===== config.mk =====
export PLATFORM = sky130hd
export DESIGN_NAME = mips_multicycle_control
export DESIGN_NICKNAME = d
export VERILOG_FILES = /design/src/rtl/mips_multicycle_control.sv
export SDC_FILE = /design/constraint.sdc
export NUM_CORES = 1
export LEC_CHECK = 0
export CAP_MARGIN = 20
export CORE_ASPECT_RATIO = 1.25
export CORE_MARGIN = 3
export CORE_UTILIZATION = 48
export DETAILED_ROUTE_END_ITERATION = 10
export GPL_TIMING_DRIVEN = 0
export PLACE_DENSITY = 0.89
export RECOVER_POWER = 25
export SLEW_MARGIN = 40
export SYNTH_ARGS = -nofsm -noshare
export SYNTH_HDL_FRONTEND = slang
export SYNTH_SLANG_ARGS = --single-unit

===== constraint.sdc =====
create_clock -name clk -period 2.15 [get_ports clk]
set_input_delay 0.43 -clock clk [delete_from_list [all_inputs] [get_ports clk]]
set_output_delay 0.43 -clock clk [all_outputs]
set_load 0.02 [all_outputs]

===== src/rtl/mips_multicycle_control.sv =====
// rtl/mips_multicycle_control.sv - multi-cycle MIPS-subset main control FSM
// Optional: define ADDI_SUPPORT_EN to decode addi (opcode 001000).
module mips_multicycle_control #(
  parameter int MEM_TIMEOUT = 16
) (
  input  logic       clk,
  input  logic       reset,
  input  logic [5:0] opcode,
  input  logic       zero,
  input  logic       mem_ready,
  output logic       pc_write,
  output logic       pc_write_cond,
  output logic [1:0] pc_source,
  output logic       i_or_d,
  output logic       mem_read,
  output logic       mem_write,
  output logic       ir_write,
  output logic       reg_dst,
  output logic       mem_to_reg,
  output logic       reg_write,
  output logic       alu_src_a,
  output logic [1:0] alu_src_b,
  output logic [1:0] aluop,
  output logic [3:0] state,
  output logic       mem_err,
  output logic       illegal_op
);

  typedef enum logic [3:0] {
    FETCH     = 4'd0,
    DECODE    = 4'd1,
    MEM_ADR   = 4'd2,
    MEM_RD    = 4'd3,
    MEM_WB    = 4'd4,
    MEM_WR    = 4'd5,
    R_EXEC    = 4'd6,
    R_WB      = 4'd7,
    BRANCH    = 4'd8,
    JUMP      = 4'd9,
    ADDI_EXEC = 4'd10,
    ADDI_WB   = 4'd11
  } state_t;

  localparam logic [5:0] OP_RTYPE = 6'b000000;
  localparam logic [5:0] OP_LW    = 6'b100011;
  localparam logic [5:0] OP_SW    = 6'b101011;
  localparam logic [5:0] OP_BEQ   = 6'b000100;
  localparam logic [5:0] OP_J     = 6'b000010;
  localparam logic [5:0] OP_ADDI  = 6'b001000;

  state_t     cur, nxt;
  logic [7:0] wait_cnt;
  logic       waiting, timeout, legal;

  // Only the three memory-access states ever wait on mem_ready.
  assign waiting = ((cur == FETCH) || (cur == MEM_RD) || (cur == MEM_WR)) && !mem_ready;
  assign timeout = waiting && (wait_cnt == 8'(MEM_TIMEOUT - 1));

  always_comb begin
    legal = 1'b0;
    case (opcode)
      OP_RTYPE, OP_LW, OP_SW, OP_BEQ, OP_J: legal = 1'b1;
`ifdef ADDI_SUPPORT_EN
      OP_ADDI: legal = 1'b1;
`endif
      default: legal = 1'b0;
    endcase
  end

  always_comb begin
    nxt = FETCH;
    case (cur)
      FETCH:   nxt = mem_ready ? DECODE : FETCH;
      DECODE: begin
        case (opcode)
          OP_RTYPE:     nxt = R_EXEC;
          OP_LW, OP_SW: nxt = MEM_ADR;
          OP_BEQ:       nxt = BRANCH;
          OP_J:         nxt = JUMP;
`ifdef ADDI_SUPPORT_EN
          OP_ADDI:      nxt = ADDI_EXEC;
`endif
          default:      nxt = FETCH;
        endcase
      end
      MEM_ADR:   nxt = (opcode == OP_SW) ? MEM_WR : MEM_RD;
      MEM_RD:    nxt = mem_ready ? MEM_WB : (timeout ? FETCH : MEM_RD);
      MEM_WR:    nxt = (mem_ready || timeout) ? FETCH : MEM_WR;
      R_EXEC:    nxt = R_WB;
`ifdef ADDI_SUPPORT_EN
      ADDI_EXEC: nxt = ADDI_WB;
`endif
      default:   nxt = FETCH;
    endcase
  end

  always_ff @(posedge clk or posedge reset) begin
    if (reset) begin
      cur      <= FETCH;
      wait_cnt <= 8'd0;
      mem_err  <= 1'b0;
    end else begin
      cur      <= nxt;
      mem_err  <= timeout;
      wait_cnt <= (waiting && !timeout) ? wait_cnt + 8'd1 : 8'd0;
    end
  end

  always_comb begin
    pc_write      = 1'b0;
    pc_write_cond = 1'b0;
    pc_source     = 2'b00;
    i_or_d        = 1'b0;
    mem_read      = 1'b0;
    mem_write     = 1'b0;
    ir_write      = 1'b0;
    reg_dst       = 1'b0;
    mem_to_reg    = 1'b0;
    reg_write     = 1'b0;
    alu_src_a     = 1'b0;
    alu_src_b     = 2'b00;
    aluop         = 2'b00;
    illegal_op    = 1'b0;
    case (cur)
      FETCH: begin
        mem_read  = 1'b1;
        alu_src_b = 2'b01;
        aluop     = 2'b11;
        ir_write  = mem_ready;
        pc_write  = mem_ready;
      end
      DECODE: begin
        alu_src_b  = 2'b11;
        aluop      = 2'b11;
        illegal_op = !legal;
      end
      MEM_ADR, ADDI_EXEC: begin
        alu_src_a = 1'b1;
        alu_src_b = 2'b10;
        aluop     = 2'b11;
      end
      MEM_RD: begin
        mem_read = 1'b1;
        i_or_d   = 1'b1;
      end
      MEM_WB: begin
        mem_to_reg = 1'b1;
        reg_write  = 1'b1;
      end
      MEM_WR: begin
        mem_write = 1'b1;
        i_or_d    = 1'b1;
      end
      R_EXEC:  alu_src_a = 1'b1;
      R_WB: begin
        reg_dst   = 1'b1;
        reg_write = 1'b1;
      end
      BRANCH: begin
        alu_src_a     = 1'b1;
        aluop         = 2'b01;
        pc_write_cond = 1'b1;
        pc_source     = 2'b01;
      end
      JUMP: begin
        pc_write  = 1'b1;
        pc_source = 2'b10;
      end
      ADDI_WB: reg_write = 1'b1;
      default: ;
    endcase
  end

  assign state = cur;

endmodule


==> flow_results.xml <==
<?xml version="1.0" encoding="UTF-8"?>
<metrics>
  <group name="clock_tree">
    <metric name="clk_root_buffer_cell" unit="">sky130_fd_sc_hd__clkbuf_4</metric>
    <metric name="htree_num_levels" unit="">1</metric>
    <metric name="tritoncts_clock_tree" unit="">yes</metric>
    <metric name="cts_buffers" unit="">3</metric>
    <metric name="clock_sinks" unit="">13</metric>
    <metric name="clkLatencyLatePin" unit="ns">0.28</metric>
    <metric name="clock_tree.buffer_depth" unit="">2</metric>
    <metric name="clkSlewWorstSetupHoldPaths" unit="ns">0.07</metric>
  </group>
  <group name="timing">
    <metric name="unrepaired_setup_endpoints_after_global_routing" unit="">no</metric>
    <metric name="layout_min_cycle_time" unit="ns">2.06</metric>
    <metric name="max_freq" unit="MHz">484</metric>
    <metric name="fin_hold_viols" unit="">0</metric>
    <metric name="setup_viol" unit="">0</metric>
    <metric name="min_period_over_period" unit="">0.960</metric>
    <metric name="setup_tns" unit="ns">0</metric>
    <metric name="max_slew_margin" unit="">0.694</metric>
    <metric name="slew_viol_final" unit="">0</metric>
    <metric name="finClkSkew" unit="ns">0.00142</metric>
    <metric name="worst-slew-pin-transition" unit="ns">0.458</metric>
    <metric name="whs" unit="ns">0.460</metric>
    <metric name="post-route-worst-setup-slack" unit="ns">0.0853</metric>
  </group>
  <group name="critical_path">
    <metric name="cp_common_cell" unit="">sky130_fd_sc_hd__buf_2</metric>
    <metric name="end_kind" unit="">output port</metric>
    <metric name="worst_path_max_delay_cell" unit="">sky130_fd_sc_hd__dfrtp_1</metric>
    <metric name="critPathRequiredTime" unit="ns">1.72</metric>
    <metric name="ws_path_type" unit="">reg -&gt; out</metric>
    <metric name="critPathMaxFanout" unit="">10</metric>
    <metric name="crit-reg2reg-capture" unit="">state[2]</metric>
    <metric name="r2r.worst_path.cells" unit="">4</metric>
    <metric name="rr_startpoint" unit="">wait_cnt[4]</metric>
    <metric name="crit_chain" unit="">buf_2 -&gt; buf_2 -&gt; nor3_2 -&gt; dlygate4sd2_1</metric>
    <metric name="crit_path_max_incr_delay" unit="ns">0.38</metric>
    <metric name="worst-r2r-setup-slack" unit="ns">0.62</metric>
    <metric name="nature_of_the_critical_path_startpoint" unit="">flop</metric>
    <metric name="critical_path_arrival" unit="ns">1.63</metric>
  </group>
  <group name="final_layout">
    <metric name="area.growth.synth_to_final" unit="%">41.2</metric>
    <metric name="finalNonFillerCells" unit="">162</metric>
    <metric name="multiInputGateArea" unit="µm²">601</metric>
    <metric name="final_layout_size_suffix_gt1_frac" unit="">0.238</metric>
    <metric name="mostFrequentLayoutCells" unit="">sky130_fd_sc_hd__nor2_1, sky130_fd_sc_hd__dlygate4sd2_1, sky130_fd_sc_hd__dfrtp_1</metric>
    <metric name="seqCellArea" unit="µm²">328</metric>
    <metric name="layout_commonest_cell" unit="">sky130_fd_sc_hd__nor2_1</metric>
    <metric name="layout.filler_cells" unit="">143</metric>
    <metric name="final_standard_cell_utilization_of_the_core" unit="">0.733</metric>
    <metric name="antenna-diode-count" unit="">0</metric>
    <metric name="final_nets" unit="">155</metric>
  </group>
  <group name="placement">
    <metric name="detailedPlace.worstSlack" unit="ns">-0.549</metric>
    <metric name="dp_hpwl" unit="mm">1.81</metric>
    <metric name="routabilityCongestion" unit="">0.798</metric>
    <metric name="portBuffers" unit="">30</metric>
    <metric name="dp.cells" unit="">154</metric>
  </group>
  <group name="floorplanning">
    <metric name="floorplan.die.width" unit="µm">45.8</metric>
    <metric name="design.core.area" unit="µm²">1830</metric>
    <metric name="floorplan.die.height" unit="µm">55.7</metric>
    <metric name="starting_density_of_the_core" unit="">0.519</metric>
    <metric name="ios" unit="">32</metric>
    <metric name="floorplan.die_area" unit="µm²">2550</metric>
    <metric name="core.rowCount" unit="">17</metric>
  </group>
  <group name="synth">
    <metric name="synthDominantAreaCellType" unit="">sky130_fd_sc_hd__dfrtp_1</metric>
    <metric name="sequential_area_share_after_synthesis" unit="">0.343</metric>
    <metric name="post_synthesis_cell_type_count" unit="">39</metric>
    <metric name="synthesis.nets" unit="">116</metric>
    <metric name="fraction_of_post_synthesis_cell_area_in_the_top_cell_type_by_area" unit="">0.343</metric>
    <metric name="syn_avg_cell_area" unit="µm²">9.04</metric>
    <metric name="postSynth.asyncResetShare" unit="">1.00</metric>
    <metric name="post_synthesis_cell_area" unit="µm²">950</metric>
    <metric name="synthFlopType" unit="">sky130_fd_sc_hd__dfrtp_1</metric>
    <metric name="synth_top_cells_by_area" unit="">sky130_fd_sc_hd__dfrtp_1, sky130_fd_sc_hd__nor2_1, sky130_fd_sc_hd__xnor2_1, sky130_fd_sc_hd__nor3_1, sky130_fd_sc_hd__o21a_1</metric>
    <metric name="post_synth_inst_count" unit="">105</metric>
    <metric name="synth_enable_flop_cells" unit="">0</metric>
    <metric name="synth_register_bits" unit="">13</metric>
    <metric name="synth-warning-count" unit="">0</metric>
  </group>
  <group name="route">
    <metric name="finalWirelength" unit="mm">2.37</metric>
    <metric name="detailroute.via_count" unit="">942</metric>
    <metric name="detailedRoute.firstPassIterationCount" unit="">4</metric>
    <metric name="drt-vias-per-instance" unit="">5.81</metric>
    <metric name="drc" unit="">0</metric>
    <metric name="drt.antenna.violating_nets" unit="">0</metric>
    <metric name="route.detailed.wl_per_inst" unit="µm">14.6</metric>
    <metric name="dr.first_iter.drc_count" unit="">22</metric>
  </group>
  <group name="global_routing">
    <metric name="global_routing_s_busiest_layer" unit="">met2</metric>
    <metric name="overflow" unit="">0</metric>
    <metric name="gr-usage-met2" unit="">0.363</metric>
    <metric name="grt_first_pass_wirelength" unit="mm">3.95</metric>
    <metric name="grt_start_max_net_pins" unit="">14</metric>
    <metric name="grt_use_met3" unit="">0.0421</metric>
    <metric name="grt.total_usage" unit="">0.204</metric>
    <metric name="first_global_vias" unit="">905</metric>
    <metric name="antenna_found_initial" unit="">0</metric>
    <metric name="grt_use_met1" unit="">0.230</metric>
  </group>
  <group name="power">
    <metric name="static-leakage-power" unit="µW">0.000673</metric>
    <metric name="power.clock.fraction" unit="">0.113</metric>
    <metric name="power_report.internal_total" unit="µW">716</metric>
    <metric name="pwr_density_cell" unit="nW/µm²">964</metric>
    <metric name="irDropWorstVdd" unit="mV">0.639</metric>
    <metric name="pwr-share-seq" unit="">0.237</metric>
    <metric name="comb_power_share" unit="">0.650</metric>
    <metric name="total_switching_power" unit="µW">577</metric>
    <metric name="sw_frac_of_total" unit="">0.446</metric>
  </group>
  <group name="min_path">
    <metric name="hold_depth" unit="">1</metric>
    <metric name="min_path_type" unit="">reg -&gt; reg</metric>
    <metric name="min-delay-start" unit="">wait_cnt[0]</metric>
    <metric name="worst_hold_path.endpoint" unit="">wait_cnt[0]</metric>
  </group>
  <group name="run">
    <metric name="max_cap_violations" unit="">0</metric>
  </group>
  <group name="status">
    <metric name="outcome" unit="">completed</metric>
  </group>
</metrics>
worst max-delay path, delay by kind of cell (launching register included):
family | cells | cell delay (ns)
buf+inv | 3 | 0.75
flops | 1 | 0.38
simple gates | 1 | 0.23
cells in the mapped netlist, types with 2 or more instances:
cell                       number
sky130_fd_sc_hd__dfrtp_1       13
sky130_fd_sc_hd__xor2_1         3
sky130_fd_sc_hd__buf_4          2
sky130_fd_sc_hd__xnor2_1        6
sky130_fd_sc_hd__o21ai_0        2
sky130_fd_sc_hd__buf_2          2
sky130_fd_sc_hd__inv_1          4
sky130_fd_sc_hd__nand2_1        4
sky130_fd_sc_hd__nor4b_1        2
sky130_fd_sc_hd__buf_6          2
sky130_fd_sc_hd__o21a_1         4
sky130_fd_sc_hd__nand2b_1       3
sky130_fd_sc_hd__nor2_1        16
sky130_fd_sc_hd__nand2b_4       2
sky130_fd_sc_hd__nand3_1        5
sky130_fd_sc_hd__a21oi_1        3
sky130_fd_sc_hd__and3_1         4
sky130_fd_sc_hd__nor3_1         7
sequential cells by signal, indices dropped and copies added (netlist names):
| name | cells |
|---|---|
| mem_err | 1 |
| state | 4 |
| wait_cnt | 8 |
per-stage QoR:
| step | instance area (µm²) | total power (µW) |
|---|---|---|
| final | 1340 | 1290 |
| after global routing | 1340 | 1390 |
| after CTS | 1320 | 1270 |
| after detailed placement | 1280 | 1180 |
| after global placement | 1280 | 1170 |
| after floorplan | 956 | 867 |
cells by family (layout without fill, tap and decap cells):
group	Yosys count	in the layout	share of synthesized area
buffers and inverters	10	48	0.0659
adder cells (fa/ha/maj)	1	1	0.0132
flip-flops	13	13	0.343
XOR/XNOR	9	9	0.0830
AND/OR/NAND/NOR	55	55	0.356
AO/OA/AOI/OAI	17	17	0.140
timing repair:
action	4_1_cts	5_1_grt
pin swaps	1	2
hold buffers	0	0
gates resized for setup	30	12
setup endpoints to repair	17	5
endpoints found under the hold margin	0	0
buffers inserted	2	2
power by group through the flow:
stage / clock (µW) / combinational [µW] / sequential, µW
after detailed placement: 0 / 861 / 321
after global routing: 166 / 911 / 311
after CTS: 150 / 807 / 314
after floorplan: 0 / 529 / 339
final: 147 / 840 / 306
after global placement: 0 / 851 / 318
layout make-up:
cell class	instances	area share
Tap cell	19	0.0177
Timing Repair Buffer	34	0.223
Clock buffer	3	0.0168
Sequential cell	13	0.244
Inverter	4	0.0112
Buffer	6	0.0354
Clock inverter	1	0.00373
Multi-Input combinational cell	82	0.448
worst max-delay path by stage:
| stage | start | end | slack (ns) | cells after the start |
|---|---|---|---|---|
| 2_1_floorplan | state[2] | aluop[0] | 0.01 | 5 |
| 3_3_place_gp | opcode[3] | illegal_op | -0.52 | 6 |
| 5_1_grt | state[0] | pc_write_cond | 0.0008 | 4 |
| 3_5_place_dp | opcode[0] | illegal_op | -0.55 | 6 |
| 6_report | state[0] | pc_write_cond | 0.09 | 4 |
| 4_1_cts | opcode[5] | illegal_op | -0.06 | 6 |
layer usage:
metal / routed length [µm] / share of wire / vias up
met5: 0 / 0 / -
met3: 122 / 0.051 / 9
met2: 1310 / 0.55 / 32
met1: 889 / 0.37 / 454
li1: - / - / 447
met4: 45 / 0.019 / 0
(Power assumes the default switching activity.)
